==> config.mk <==
export PLATFORM = sky130hd
export DESIGN_NAME = regfile_dump_flat
export DESIGN_NICKNAME = d
export VERILOG_FILES = /design/src/rtl/regfile_dump_if.sv /design/src/rtl/regfile_dump.sv /design/src/flat_wrapper.sv
export SDC_FILE = /design/constraint.sdc
export NUM_CORES = 1
export LEC_CHECK = 0
export ABC_AREA = 1
export CAP_MARGIN = 20
export CORE_MARGIN = 2
export CORE_UTILIZATION = 35
export CTS_CLUSTER_SIZE = 12
export DETAILED_ROUTE_END_ITERATION = 10
export PLACE_DENSITY_LB_ADDON = 0.3
export SLEW_MARGIN = 10
export SYNTH_ARGS = -nofsm -noshare
export SYNTH_HDL_FRONTEND = slang
export SYNTH_SLANG_ARGS = --single-unit
==> constraint.sdc <==
create_clock -name clk_i -period 4.73 [get_ports clk_i]
set_input_delay 0.946 -clock clk_i [delete_from_list [all_inputs] [get_ports clk_i]]
set_output_delay 0.946 -clock clk_i [all_outputs]
set_load 0.01 [all_outputs]
==> src/rtl/regfile_dump_if.sv <==
// Bus between the register-file dump engine and its requester: start/abort
// control, the register-file read port, the valid/ready beat stream and status.
interface regfile_dump_if;
    logic        start;
    logic        abort;
    logic [4:0]  ra;
    logic [31:0] rd;
    logic        out_valid;
    logic        out_ready;
    logic [4:0]  out_addr;
    logic [31:0] out_data;
    logic        busy;
    logic        done;
    logic [31:0] checksum;

    // Requester / register-file side.
    modport master (
        output start, abort, rd, out_ready,
        input  ra, out_valid, out_addr, out_data, busy, done, checksum
    );

    // Dump engine side.
    modport slave (
        input  start, abort, rd, out_ready,
        output ra, out_valid, out_addr, out_data, busy, done, checksum
    );
endinterface

==> src/rtl/regfile_dump.sv <==
// Register-file dump engine: walks indices FIRST_REG..LAST_REG through a
// combinational read port and streams each (index, value) pair as a
// valid/ready beat, keeping a running XOR of the accepted data.
module regfile_dump #(
    parameter int unsigned FIRST_REG = 0,
    parameter int unsigned LAST_REG  = 31
) (
    input logic           clk_i,
    input logic           reset_i,
    regfile_dump_if.slave bus
);
    localparam logic [4:0] FirstIdx = 5'(FIRST_REG);
    localparam logic [4:0] LastIdx  = 5'(LAST_REG);

    typedef enum logic [1:0] {StIdle, StFetch, StSend, StDone} state_e;

    state_e      state_q, state_d;
    logic [4:0]  ra_q, ra_d;
    logic        out_valid_q, out_valid_d;
    logic [4:0]  out_addr_q, out_addr_d;
    logic [31:0] out_data_q, out_data_d;
    logic [31:0] checksum_q, checksum_d;
    logic        busy_q, busy_d;
    logic        done_q, done_d;

    logic start_ok;
    logic last_beat;

    // abort wins over a simultaneous start in IDLE
    assign start_ok  = (state_q == StIdle) && bus.start && !bus.abort;
    // ra still points at the beat on offer while in SEND
    assign last_beat = (ra_q == LastIdx);

    // State register.
    always_ff @(posedge clk_i or posedge reset_i) begin
        if (reset_i) begin
            state_q <= StIdle;
        end else begin
            state_q <= state_d;
        end
    end

    // Next-state decode; abort has priority over the handshake.
    always_comb begin
        state_d = state_q;
        unique case (state_q)
            StIdle: begin
                if (start_ok) begin
                    state_d = StFetch;
                end
            end
            StFetch: begin
                state_d = bus.abort ? StIdle : StSend;
            end
            StSend: begin
                if (bus.abort) begin
                    state_d = StIdle;
                end else if (bus.out_ready) begin
                    state_d = last_beat ? StDone : StFetch;
                end
            end
            StDone: begin
                state_d = StIdle;
            end
            default: begin
                state_d = StIdle;
            end
        endcase
    end

    // Next values for the registered datapath and status outputs.
    always_comb begin
        ra_d        = ra_q;
        out_valid_d = out_valid_q;
        out_addr_d  = out_addr_q;
        out_data_d  = out_data_q;
        checksum_d  = checksum_q;
        unique case (state_q)
            StIdle: begin
                if (start_ok) begin
                    ra_d       = FirstIdx;
                    checksum_d = '0;
                end
            end
            StFetch: begin
                if (bus.abort) begin
                    out_valid_d = 1'b0;
                end else begin
                    out_addr_d  = ra_q;
                    out_data_d  = bus.rd;
                    out_valid_d = 1'b1;
                end
            end
            StSend: begin
                if (bus.abort) begin
                    out_valid_d = 1'b0;
                end else if (bus.out_ready) begin
                    checksum_d  = checksum_q ^ out_data_q;
                    out_valid_d = 1'b0;
                    // stop at the last index; ra never wraps
                    if (!last_beat) begin
                        ra_d = ra_q + 5'd1;
                    end
                end
            end
            StDone: begin
                out_valid_d = 1'b0;
            end
            default: begin
                out_valid_d = 1'b0;
            end
        endcase
        // Status flags follow the upcoming state so they are registered too.
        busy_d = (state_d != StIdle);
        done_d = (state_d == StDone);
    end

    // Output registers; reset clears everything regardless of handshake.
    always_ff @(posedge clk_i or posedge reset_i) begin
        if (reset_i) begin
            ra_q        <= '0;
            out_valid_q <= 1'b0;
            out_addr_q  <= '0;
            out_data_q  <= '0;
            checksum_q  <= '0;
            busy_q      <= 1'b0;
            done_q      <= 1'b0;
        end else begin
            ra_q        <= ra_d;
            out_valid_q <= out_valid_d;
            out_addr_q  <= out_addr_d;
            out_data_q  <= out_data_d;
            checksum_q  <= checksum_d;
            busy_q      <= busy_d;
            done_q      <= done_d;
        end
    end

    assign bus.ra        = ra_q;
    assign bus.out_valid = out_valid_q;
    assign bus.out_addr  = out_addr_q;
    assign bus.out_data  = out_data_q;
    assign bus.checksum  = checksum_q;
    assign bus.busy      = busy_q;
    assign bus.done      = done_q;
endmodule

==> src/flat_wrapper.sv <==
// flat-port wrapper written by rule: the top's interface ports become plain ports
module regfile_dump_flat 
#(
    parameter int unsigned FIRST_REG = 0,
    parameter int unsigned LAST_REG  = 31
)
  (clk_i, reset_i, bus_start, bus_abort, bus_rd, bus_out_ready, bus_ra, bus_out_valid, bus_out_addr, bus_out_data, bus_busy, bus_done, bus_checksum);
  regfile_dump_if bus_i ();
  input logic clk_i;
  input logic reset_i;
  input wire logic [$bits(bus_i.start)-1:0] bus_start;
  input wire logic [$bits(bus_i.abort)-1:0] bus_abort;
  input wire logic [$bits(bus_i.rd)-1:0] bus_rd;
  input wire logic [$bits(bus_i.out_ready)-1:0] bus_out_ready;
  output wire logic [$bits(bus_i.ra)-1:0] bus_ra;
  output wire logic [$bits(bus_i.out_valid)-1:0] bus_out_valid;
  output wire logic [$bits(bus_i.out_addr)-1:0] bus_out_addr;
  output wire logic [$bits(bus_i.out_data)-1:0] bus_out_data;
  output wire logic [$bits(bus_i.busy)-1:0] bus_busy;
  output wire logic [$bits(bus_i.done)-1:0] bus_done;
  output wire logic [$bits(bus_i.checksum)-1:0] bus_checksum;
  assign bus_i.start = bus_start;
  assign bus_i.abort = bus_abort;
  assign bus_i.rd = bus_rd;
  assign bus_i.out_ready = bus_out_ready;
  assign bus_ra = bus_i.ra;
  assign bus_out_valid = bus_i.out_valid;
  assign bus_out_addr = bus_i.out_addr;
  assign bus_out_data = bus_i.out_data;
  assign bus_busy = bus_i.busy;
  assign bus_done = bus_i.done;
  assign bus_checksum = bus_i.checksum;
  regfile_dump #(.FIRST_REG(FIRST_REG), .LAST_REG(LAST_REG)) u_core (.clk_i(clk_i), .reset_i(reset_i), .bus(bus_i));
endmodule
==> flow_metrics.py, run 1 <==
metrics = {
    "critical_path": {
        "path_class": "input pin to flop",
        "crit_end": "u_core.bus.checksum[7]",
        "start_kind": "input pin",
        "rr_endpoint": "u_core.bus.checksum[7]",
        "worstPathArrival_ps": 3000,
        "timing.rr.start": "u_core.state_q[0]",
        "cp-startpoint": "bus_out_ready",
        "cp-end-kind": "flop",
        "r2r_slack_ps": 2630,
        "cp_max_fo": 34,
        "worstPathRequired_ps": 5020,
        "r2r_cells": 5,
    },
    "timing": {
        "max_freq_mhz": 368.7,
        "finalSetupViolations": 0,
        "rsz0062_at_grt": "no",
        "finalClockSkew_ps": 6.037,
        "fin_crit_ps": 2712,
        "worstMarginPinSlew_ps": 791.8,
        "period_share_pct": 57.35,
        "hold_violations": 0,
        "max_slew_margin_pct": 47.15,
        "drv_slew": 0,
        "fin_tns_setup_ps": 0,
    },
    "power_and_ir_drop": {
        "clock_power_share_pct": 28.4,
        "power_switching_mw": 0.6348,
        "p_int_mw": 1.460,
        "power_frac_comb_pct": 29.0,
        "p_per_area_nw_per_um2": 395.7,
        "switching_share_pct": 30.30,
        "p_total_mw": 2.095,
        "p_leak_nw": 2.716,
        "irDropWorstVdd_mv": 0.1600,
        "pwr-share-seq_pct": 42.6,
    },
    "synth": {
        "synth_fp_nets": 566,
        "ys.flop_type": "dfrtp_1",
        "synth.distinct_cells": 18,
        "syn_inst": 527,
        "async_flop_share_pct": 100.0,
        "synth.top_cell.area_share_pct": 51.45,
        "avgSynthCellArea_um2": 7.291,
        "ys_ff_latch": 79,
        "synth_area_um2": 3842,
        "yosys-top-cells-count": "nand2_1 (190), dfrtp_1 (79), inv_1 (74)",
        "synth_edf_count": 0,
        "yosys.area.top_type": "dfrtp_1",
        "yosys_warnings": 0,
        "yosys-top-cells-area": "dfrtp_1 (51%), nand2_1 (19%), inv_1 (7.2%)",
        "seq_area_frac_synth_pct": 51.45,
        "synth_most_common_cell": "nand2_1",
    },
    "clock_tree": {
        "tritoncts": "yes",
        "insertion_delay_ps": 350,
        "clk_pin_slew_ps": 80,
        "post-cts-setup-buffers": 0,
        "cts_sinks": 79,
        "root_buffer": "clkbuf_8",
        "clockBufferDepth": 2,
        "ctsHoldBuffers": 0,
        "cts_made_buffers": 9,
        "cts-htree-levels": 3,
        "cts_resized": 0,
    },
    "finish": {
        "regArea_um2": 1977,
        "multiInputGateArea_um2": 1455,
        "nFillCells": 1091,
        "postLayoutCoreUtil_pct": 49.05,
        "n_antenna_cell": 0,
        "drive_above_1_share_pct": 4.389,
        "fin_nets": 672,
        "syn2layout_area_growth_pct": 37.77,
    },
    "routing": {
        "wire_per_inst_um": 12.01,
        "drt_first_pass_iters": 4,
        "via_per_inst": 4.537,
        "drc": 0,
        "drt_wl_total_um": 9340,
        "ant_nets": 0,
        "drtIter0Drc": 103,
        "vias": 3530,
    },
    "global_route": {
        "grt_pass1_wl_um": 15500,
        "grt_overflow": 0,
        "grt_busiest_layer": "met2",
        "grt_use_met3_pct": 4.005,
        "antenna_found_initial": 0,
        "grtUsageMet1_pct": 22.27,
        "grt_max_degree": 45,
        "gr-usage-all-layers_pct": 16.64,
        "use_met2_pct": 25.85,
        "grt_pass1_vias": 3350,
    },
    "die": {
        "dieArea_um2": 11830,
        "rows": 38,
        "die_y_um": 108.8,
        "die_w_um": 108.8,
        "start_util_pct": 35.60,
        "ios": 114,
        "core-area_um2": 10790,
    },
    "placement": {
        "port_buffers": 113,
        "dp_hpwl_um": 6425,
        "gp_congestion": 0.8245,
    },
    "run_status": {
        "status": "finished, final reports clean",
    },
    "hold_path": {
        "min_path_type": "flop to flop",
    },
    "job": {
        "drv_cap": 0,
    },
}
-- how the worst min path moves through the flow --
stage | from | end | slack (ps) | depth (start not counted)
after global routing | u_core.bus.out_addr[1] | u_core.bus.out_addr[1] | 520 | 2
after global placement | u_core.bus.out_addr[4] | u_core.bus.out_addr[4] | 460 | 2
after floorplan | u_core.bus.out_addr[0] | u_core.bus.out_addr[0] | 510 | 2
after detailed placement | u_core.bus.out_addr[4] | u_core.bus.out_addr[4] | 470 | 2
final | u_core.bus.out_addr[4] | u_core.bus.out_addr[4] | 490 | 2
after CTS | u_core.bus.out_addr[4] | u_core.bus.out_addr[4] | 490 | 2
-- registers in the layout (all words and copies together), names as in the netlist --
name / flops
u_core.bus.checksum: 32
u_core.bus.out_data: 32
u_core.bus.out_addr: 5
u_core.bus.ra: 5
u_core.state_q: 2
u_core.bus.busy: 1
u_core.bus.done: 1
u_core.bus.out_valid: 1
-- power groups by stage --
| stage | clock network (mW) | registers (mW) | logic, mW |
|---|---|---|---|
| 6_report | 0.595 | 0.892 | 0.608 |
| 5_1_grt | 0.644 | 0.909 | 0.682 |
| 4_1_cts | 0.611 | 0.892 | 0.618 |
| 3_5_place_dp | 0 | 0.903 | 0.615 |
| 3_3_place_gp | 0 | 0.901 | 0.603 |
| 2_1_floorplan | 0 | 0.939 | 0.253 |
-- area by class of cell --
cell class / count / area share, %
well taps: 140 / 3.309
clock inverters: 2 / 1.134
inverters: 77 / 5.483
repair buffers: 116 / 21.79
clock buffers: 14 / 3.451
flip-flops and latches: 79 / 37.34
multi-input cells: 350 / 27.49
-- layout by cell type (no fill, tap or decap) --
cell and instances:
nor2_2 2, o21ai_1 2, nand3_2 1, o21ai_0 1
clkbuf_8 13, nand3b_1 1, nand3_1 42, nand2_1 189
nand4_1 2, bufinv_16 2, inv_1 73, buf_4 3
a21oi_1 32, nor2_1 73, clkbuf_1 1, inv_2 3
nand2_2 3, dfrtp_1 79, clkinv_2 1, ha_1 2
clkdlybuf4s50_1 113
-- critical path, stage by stage --
cell and delay (ps):
clkdlybuf4s50_1 490, inv_1 50, nor2_1 160, nand2_2 430, nand2_2 680, nand2_1 120
nand2_1 100
-- per-layer routing --
layer / wire length, µm / vias to the layer above / share of wire [%]
met1: 4522 / 1650 / 48
met3: 503 / 12 / 5.4
met5: 0 / - / 0
met2: 4167 / 76 / 45
li1: - / 1792 / -
met4: 146 / 0 / 1.6
-- kinds of logic after synthesis --
kind of cell	after synthesis	synth area share, %
compound gates	35	4.559
fa+ha+maj	2	0.6511
buf+inv	98	10.75
flops	79	51.45
simple gates	313	32.59
-- stage by stage --
stage,cells,cell area (µm²),hold WS [ps],worst slack (ps)
3_5_place_dp,762,5051,470.8,1623
4_1_cts,778,5294,488.8,2003
5_1_grt,778,5294,521.0,1806
3_3_place_gp,762,5051,461.6,1684
2_1_floorplan,527,3842,508.5,1761
6_report,778,5294,486.7,2018
No activity file was read; power rests on OpenSTA's default activity.
==> run 2, diff against run 1 <==
clock period = 2.8 ns   (was 4.73 ns; I/O delays follow)
==> flow_metrics.py, run 2 (synthesis results as in run 1) <==
metrics = {
    "job": {
        "drv_cap": 0,
    },
    "finish": {
        "nFillCells": 1078,
        "fin_nets": 675,
        "n_antenna_cell": 0,
        "syn2layout_area_growth_pct": 37.51,
        "mostFrequentLayoutCells": "nand2_1 (189), clkdlybuf4s50_1 (113), dfrtp_1 (79)",
        "drive_above_1_share_pct": 4.836,
        "final_common_cell": "nand2_1",
    },
    "timing": {
        "max_slew_margin_pct": 57.20,
        "period_share_pct": 69.55,
        "worstMarginPinSlew_ps": 639.8,
        "fin_crit_ps": 1948,
        "max_freq_mhz": 513.5,
        "finalSetupViolations": 0,
        "drv_slew": 0,
        "hold_violations": 0,
        "fin_ws_ps": 852.5,
        "fin_tns_setup_ps": 0,
        "finalClockSkew_ps": 13.01,
        "rsz0062_at_grt": "no",
    },
    "power_and_ir_drop": {
        "power_frac_comb_pct": 30.4,
        "clock_power_share_pct": 25.2,
        "irDropWorstVdd_mv": 0.2867,
        "switching_share_pct": 32.61,
        "p_leak_nw": 2.700,
        "p_int_mw": 2.287,
        "p_per_area_nw_per_um2": 642.3,
        "pwr-share-seq_pct": 44.3,
        "power_switching_mw": 1.107,
    },
    "clock_tree": {
        "cts_resized": 0,
        "cts_sinks": 79,
        "ctsHoldBuffers": 0,
        "clockBufferDepth": 2,
        "cts-htree-levels": 3,
        "clk_pin_slew_ps": 90,
        "insertion_delay_ps": 360,
        "tritoncts": "yes",
        "cts_made_buffers": 9,
        "root_buffer": "clkbuf_8",
        "post-cts-setup-buffers": 0,
    },
    "routing": {
        "drc": 0,
        "drt_first_pass_iters": 4,
        "wire_per_inst_um": 11.82,
        "ant_nets": 0,
        "drt_wl_total_um": 9231,
        "via_per_inst": 4.488,
        "vias": 3505,
        "drtIter0Drc": 157,
    },
    "die": {
        "core-area_um2": 10790,
        "ios": 114,
        "die_y_um": 108.8,
        "rows": 38,
        "die_w_um": 108.8,
        "dieArea_um2": 11830,
        "start_util_pct": 35.60,
    },
    "critical_path": {
        "start_kind": "flop",
        "critical_path_buf_inv_count": 1,
        "cp-end-kind": "primary output",
        "path_class": "flop to primary output",
        "crit_family": "buffers and inverters",
        "cp_slowest_cell": "clkdlybuf4s50_1",
        "cp_max_fo": 7,
        "crit_path_cell_trace": "clkdlybuf4s50_1",
        "slowest_delay_ps": 580,
        "worstPathRequired_ps": 2240,
        "worstPathArrival_ps": 1390,
    },
    "placement": {
        "port_buffers": 113,
        "dp_hpwl_um": 6290,
        "place_ws_ps": 611.4,
        "gp_congestion": 0.7524,
    },
    "hold_path": {
        "min_path_type": "flop to flop",
    },
    "global_route": {
        "gr-usage-all-layers_pct": 16.81,
        "grt_overflow": 0,
        "grt_max_degree": 80,
        "antenna_found_initial": 0,
        "grt_pass1_wl_um": 15810,
        "grt_pass1_vias": 3447,
    },
    "run_status": {
        "status": "finished, final reports clean",
    },
}
run 2: changes by cell type in the layout (fill, tap and decap cells not counted), sizes merged:
cell / before / now
clkinvlp: 0 / 3
buf: 3 / 6
clkinv: 1 / 2
clkbuf: 14 / 10
inv: 76 / 77
bufinv: 2 / 1
run 2: layout make-up:
| class | count | area [µm²] | share of cell area, % |
|---|---|---|---|
| Sequential cell | 79 | 1977 | 37.41 |
| Multi-Input combinational cell | 350 | 1455 | 27.54 |
| Timing Repair Buffer | 119 | 1189 | 22.50 |
| Inverter | 77 | 290.3 | 5.494 |
| Tap cell | 140 | 175.2 | 3.315 |
| Clock buffer | 10 | 127.6 | 2.415 |
| Clock inverter | 6 | 70.07 | 1.326 |
run 2: path summary, 6_finish.rpt:
path | slack (ps) | startpoint | end | cells past startpoint
worst max-delay path | 850 | u_core.bus.ra[0] | bus_ra[0] | 1
min in group asynchronous | 570 | reset_i | u_core.bus.out_data[15] | 3
worst min register to register | 490 | u_core.bus.out_addr[1] | u_core.bus.out_addr[1] | 2
worst max register to register | 1050 | u_core.bus.ra[0] | u_core.bus.ra[0] | 9
max in group asynchronous | 1840 | reset_i | u_core.bus.ra[0] | 3
worst min-delay path | 490 | u_core.bus.out_addr[1] | u_core.bus.out_addr[1] | 2
run 2: layer usage:
layer | vias up | global-route usage [%] | share of wire, %
met3 | 11 | 4.483 | 5.8
met4 | 0 | 6.136 | 1.1
met2 | 81 | 27.50 | 47
li1 | 1799 | - | -
met1 | 1614 | 21.41 | 47
met5 | - | 0 | 0
run 2: power by group through the flow:
stage | logic (mW) | registers (mW) | clock network [mW]
final | 1.03 | 1.50 | 0.857
after global routing | 1.16 | 1.53 | 0.948
after CTS | 1.05 | 1.50 | 0.890
after detailed placement | 1.05 | 1.52 | 0
after global placement | 1.03 | 1.52 | 0
after floorplan | 0.428 | 1.59 | 0
run 2: through the flow:
step | cells | utilization, % | area [µm²] | total power [mW] | hold slack (ps)
2_1_floorplan | 527 | - | 3842 | 2.015 | 508.5
3_3_place_gp | 765 | 47.13 | 5086 | 2.541 | 481.5
3_5_place_dp | 765 | 47.13 | 5086 | 2.568 | 478.8
4_1_cts | 781 | 48.96 | 5284 | 3.444 | 501.7
5_1_grt | 781 | 48.96 | 5284 | 3.637 | 532.3
6_report | 781 | 48.96 | 5284 | 3.394 | 492.5
==> run 3, diff against run 2 <==
clock period = 1.56 ns   (was 2.8 ns; I/O delays follow)
==> flow_metrics.py, run 3 (synthesis results as in run 1) <==
metrics = {
    "run_status": {
        "status": "finished, final reports clean",
    },
    "critical_path": {
        "cp_max_fo": 5,
        "cp_slowest_cell": "dfrtp_1",
        "start_kind": "flop",
        "cp-end-kind": "primary output",
        "worstPathArrival_ps": 1180,
        "r2r_slack_ps": 120,
        "slowest_delay_ps": 400,
        "cp-startpoint": "u_core.bus.ra[1]",
        "timing.rr.start": "u_core.bus.ra[0]",
        "crit_path_cell_trace": "buf_4 > dlygate4sd2_1",
        "path_class": "flop to primary output",
        "worstPathRequired_ps": 1250,
    },
    "die": {
        "rows": 38,
        "dieArea_um2": 11830,
        "ios": 114,
        "start_util_pct": 35.60,
        "die_y_um": 108.8,
        "die_w_um": 108.8,
        "core-area_um2": 10790,
    },
    "finish": {
        "fin_cells": 804,
        "drive_above_1_share_pct": 8.886,
        "fin_area_um2": 5495,
        "syn2layout_area_growth_pct": 43.02,
        "final_common_cell": "nand2_1",
        "fin_nets": 698,
        "mostFrequentLayoutCells": "nand2_1 (188), dfrtp_1 (79), dlygate4sd2_1 (76)",
        "n_antenna_cell": 0,
    },
    "timing": {
        "fin_ws_ps": 70.58,
        "hold_violations": 0,
        "drv_slew": 0,
        "fin_tns_setup_ps": 0,
        "max_slew_margin_pct": 75.47,
        "worstMarginPinSlew_ps": 368.0,
        "period_share_pct": 95.48,
        "max_freq_mhz": 671.4,
        "fin_crit_ps": 1489,
        "finalClockSkew_ps": 11.13,
        "whs_ps": 350.7,
        "finalSetupViolations": 0,
        "rsz0062_at_grt": "no",
    },
    "clock_tree": {
        "cts-htree-levels": 3,
        "cts_sinks": 79,
        "root_buffer": "clkbuf_8",
        "clockBufferDepth": 2,
        "tritoncts": "yes",
        "clk_pin_slew_ps": 90,
        "insertion_delay_ps": 340,
        "cts_made_buffers": 9,
    },
    "placement": {
        "dpl-instance-area_um2": 5241,
        "dp_hpwl_um": 6623,
        "place_ws_ps": -76.71,
        "port_buffers": 113,
        "gp_congestion": 0.8273,
        "post-place-cells": 777,
    },
    "power_and_ir_drop": {
        "irDropWorstVdd_mv": 0.5894,
        "p_per_area_nw_per_um2": 1121,
        "p_leak_nw": 3.079,
    },
    "routing": {
        "drc": 0,
        "vias": 3600,
        "drt_first_pass_iters": 4,
        "drt_wl_total_um": 9499,
        "wire_per_inst_um": 11.81,
        "drtIter0Drc": 93,
        "via_per_inst": 4.478,
        "ant_nets": 0,
    },
    "hold_path": {
        "min_path_type": "input pin to asynchronous set/reset pin",
    },
    "global_route": {
        "grt_pass1_wl_um": 15840,
        "gr-usage-all-layers_pct": 16.76,
        "grt_overflow": 0,
        "grt_pass1_vias": 3532,
        "grt_max_degree": 70,
        "antenna_found_initial": 0,
    },
    "job": {
        "drv_cap": 0,
    },
}
run 3: where the power goes:
| group | total (mW) | switching, mW | internal (mW) |
|---|---|---|---|
| clock | 1.76 | 0.764 | 0.997 |
| sequential | 2.67 | 0.279 | 2.39 |
| combinational | 1.73 | 0.926 | 0.805 |
| total | 6.16 | 1.97 | 4.19 |
run 3: metrics by stage:
stage / power (mW) / util [%]
final: 6.162 / 50.92
after global routing: 6.594 / 50.92
after CTS: 6.232 / 50.66
after detailed placement: 4.664 / 48.56
after global placement: 4.614 / 48.56
after floorplan: 3.617 / -
run 3: critical path, delay by kind of cell, from the launching register on:
| family | cells | cell delay (ps) |
|---|---|---|
| buffers and inverters | 2 | 440 |
| flip-flops | 1 | 400 |
run 3: worst paths after layout:
check                                    endpoint  cells past startpoint
min in group clk_i         u_core.bus.out_addr[1]                      2
setup / recovery                        bus_ra[1]                      2
max in group asynchronous  u_core.bus.out_data[5]                      3
hold / removal             u_core.bus.out_addr[3]                      3
hold reg to reg            u_core.bus.out_addr[1]                      2
setup reg to reg                 u_core.bus.ra[0]                      9
run 3: timing repair:
item	CTS	global route
pin swaps	0	3
setup endpoints to repair	81	6
hold buffers	0	0
resized for setup	78	7
endpoints found under the hold margin	0	0
buffers inserted	11	0
run 3: area by class of cell:
cell class / count / area, µm²
Multi-Input combinational cell: 350 / 1488
Sequential cell: 79 / 1977
Timing Repair Buffer: 142 / 1331
Fill cell: 1069 / 5298
Inverter: 77 / 292.8
Tap cell: 140 / 175.2
Clock buffer: 12 / 155.1
Clock inverter: 4 / 76.32
run 3: metal layers:
layer  vias up  GRT usage, %  part of all wire (%)
met5         -             0                     0
met4         0         4.670                   1.0
met3         8         3.766                   5.4
met2        81         28.88                    48
met1      1663         21.14                    46
li1       1848             -                     -
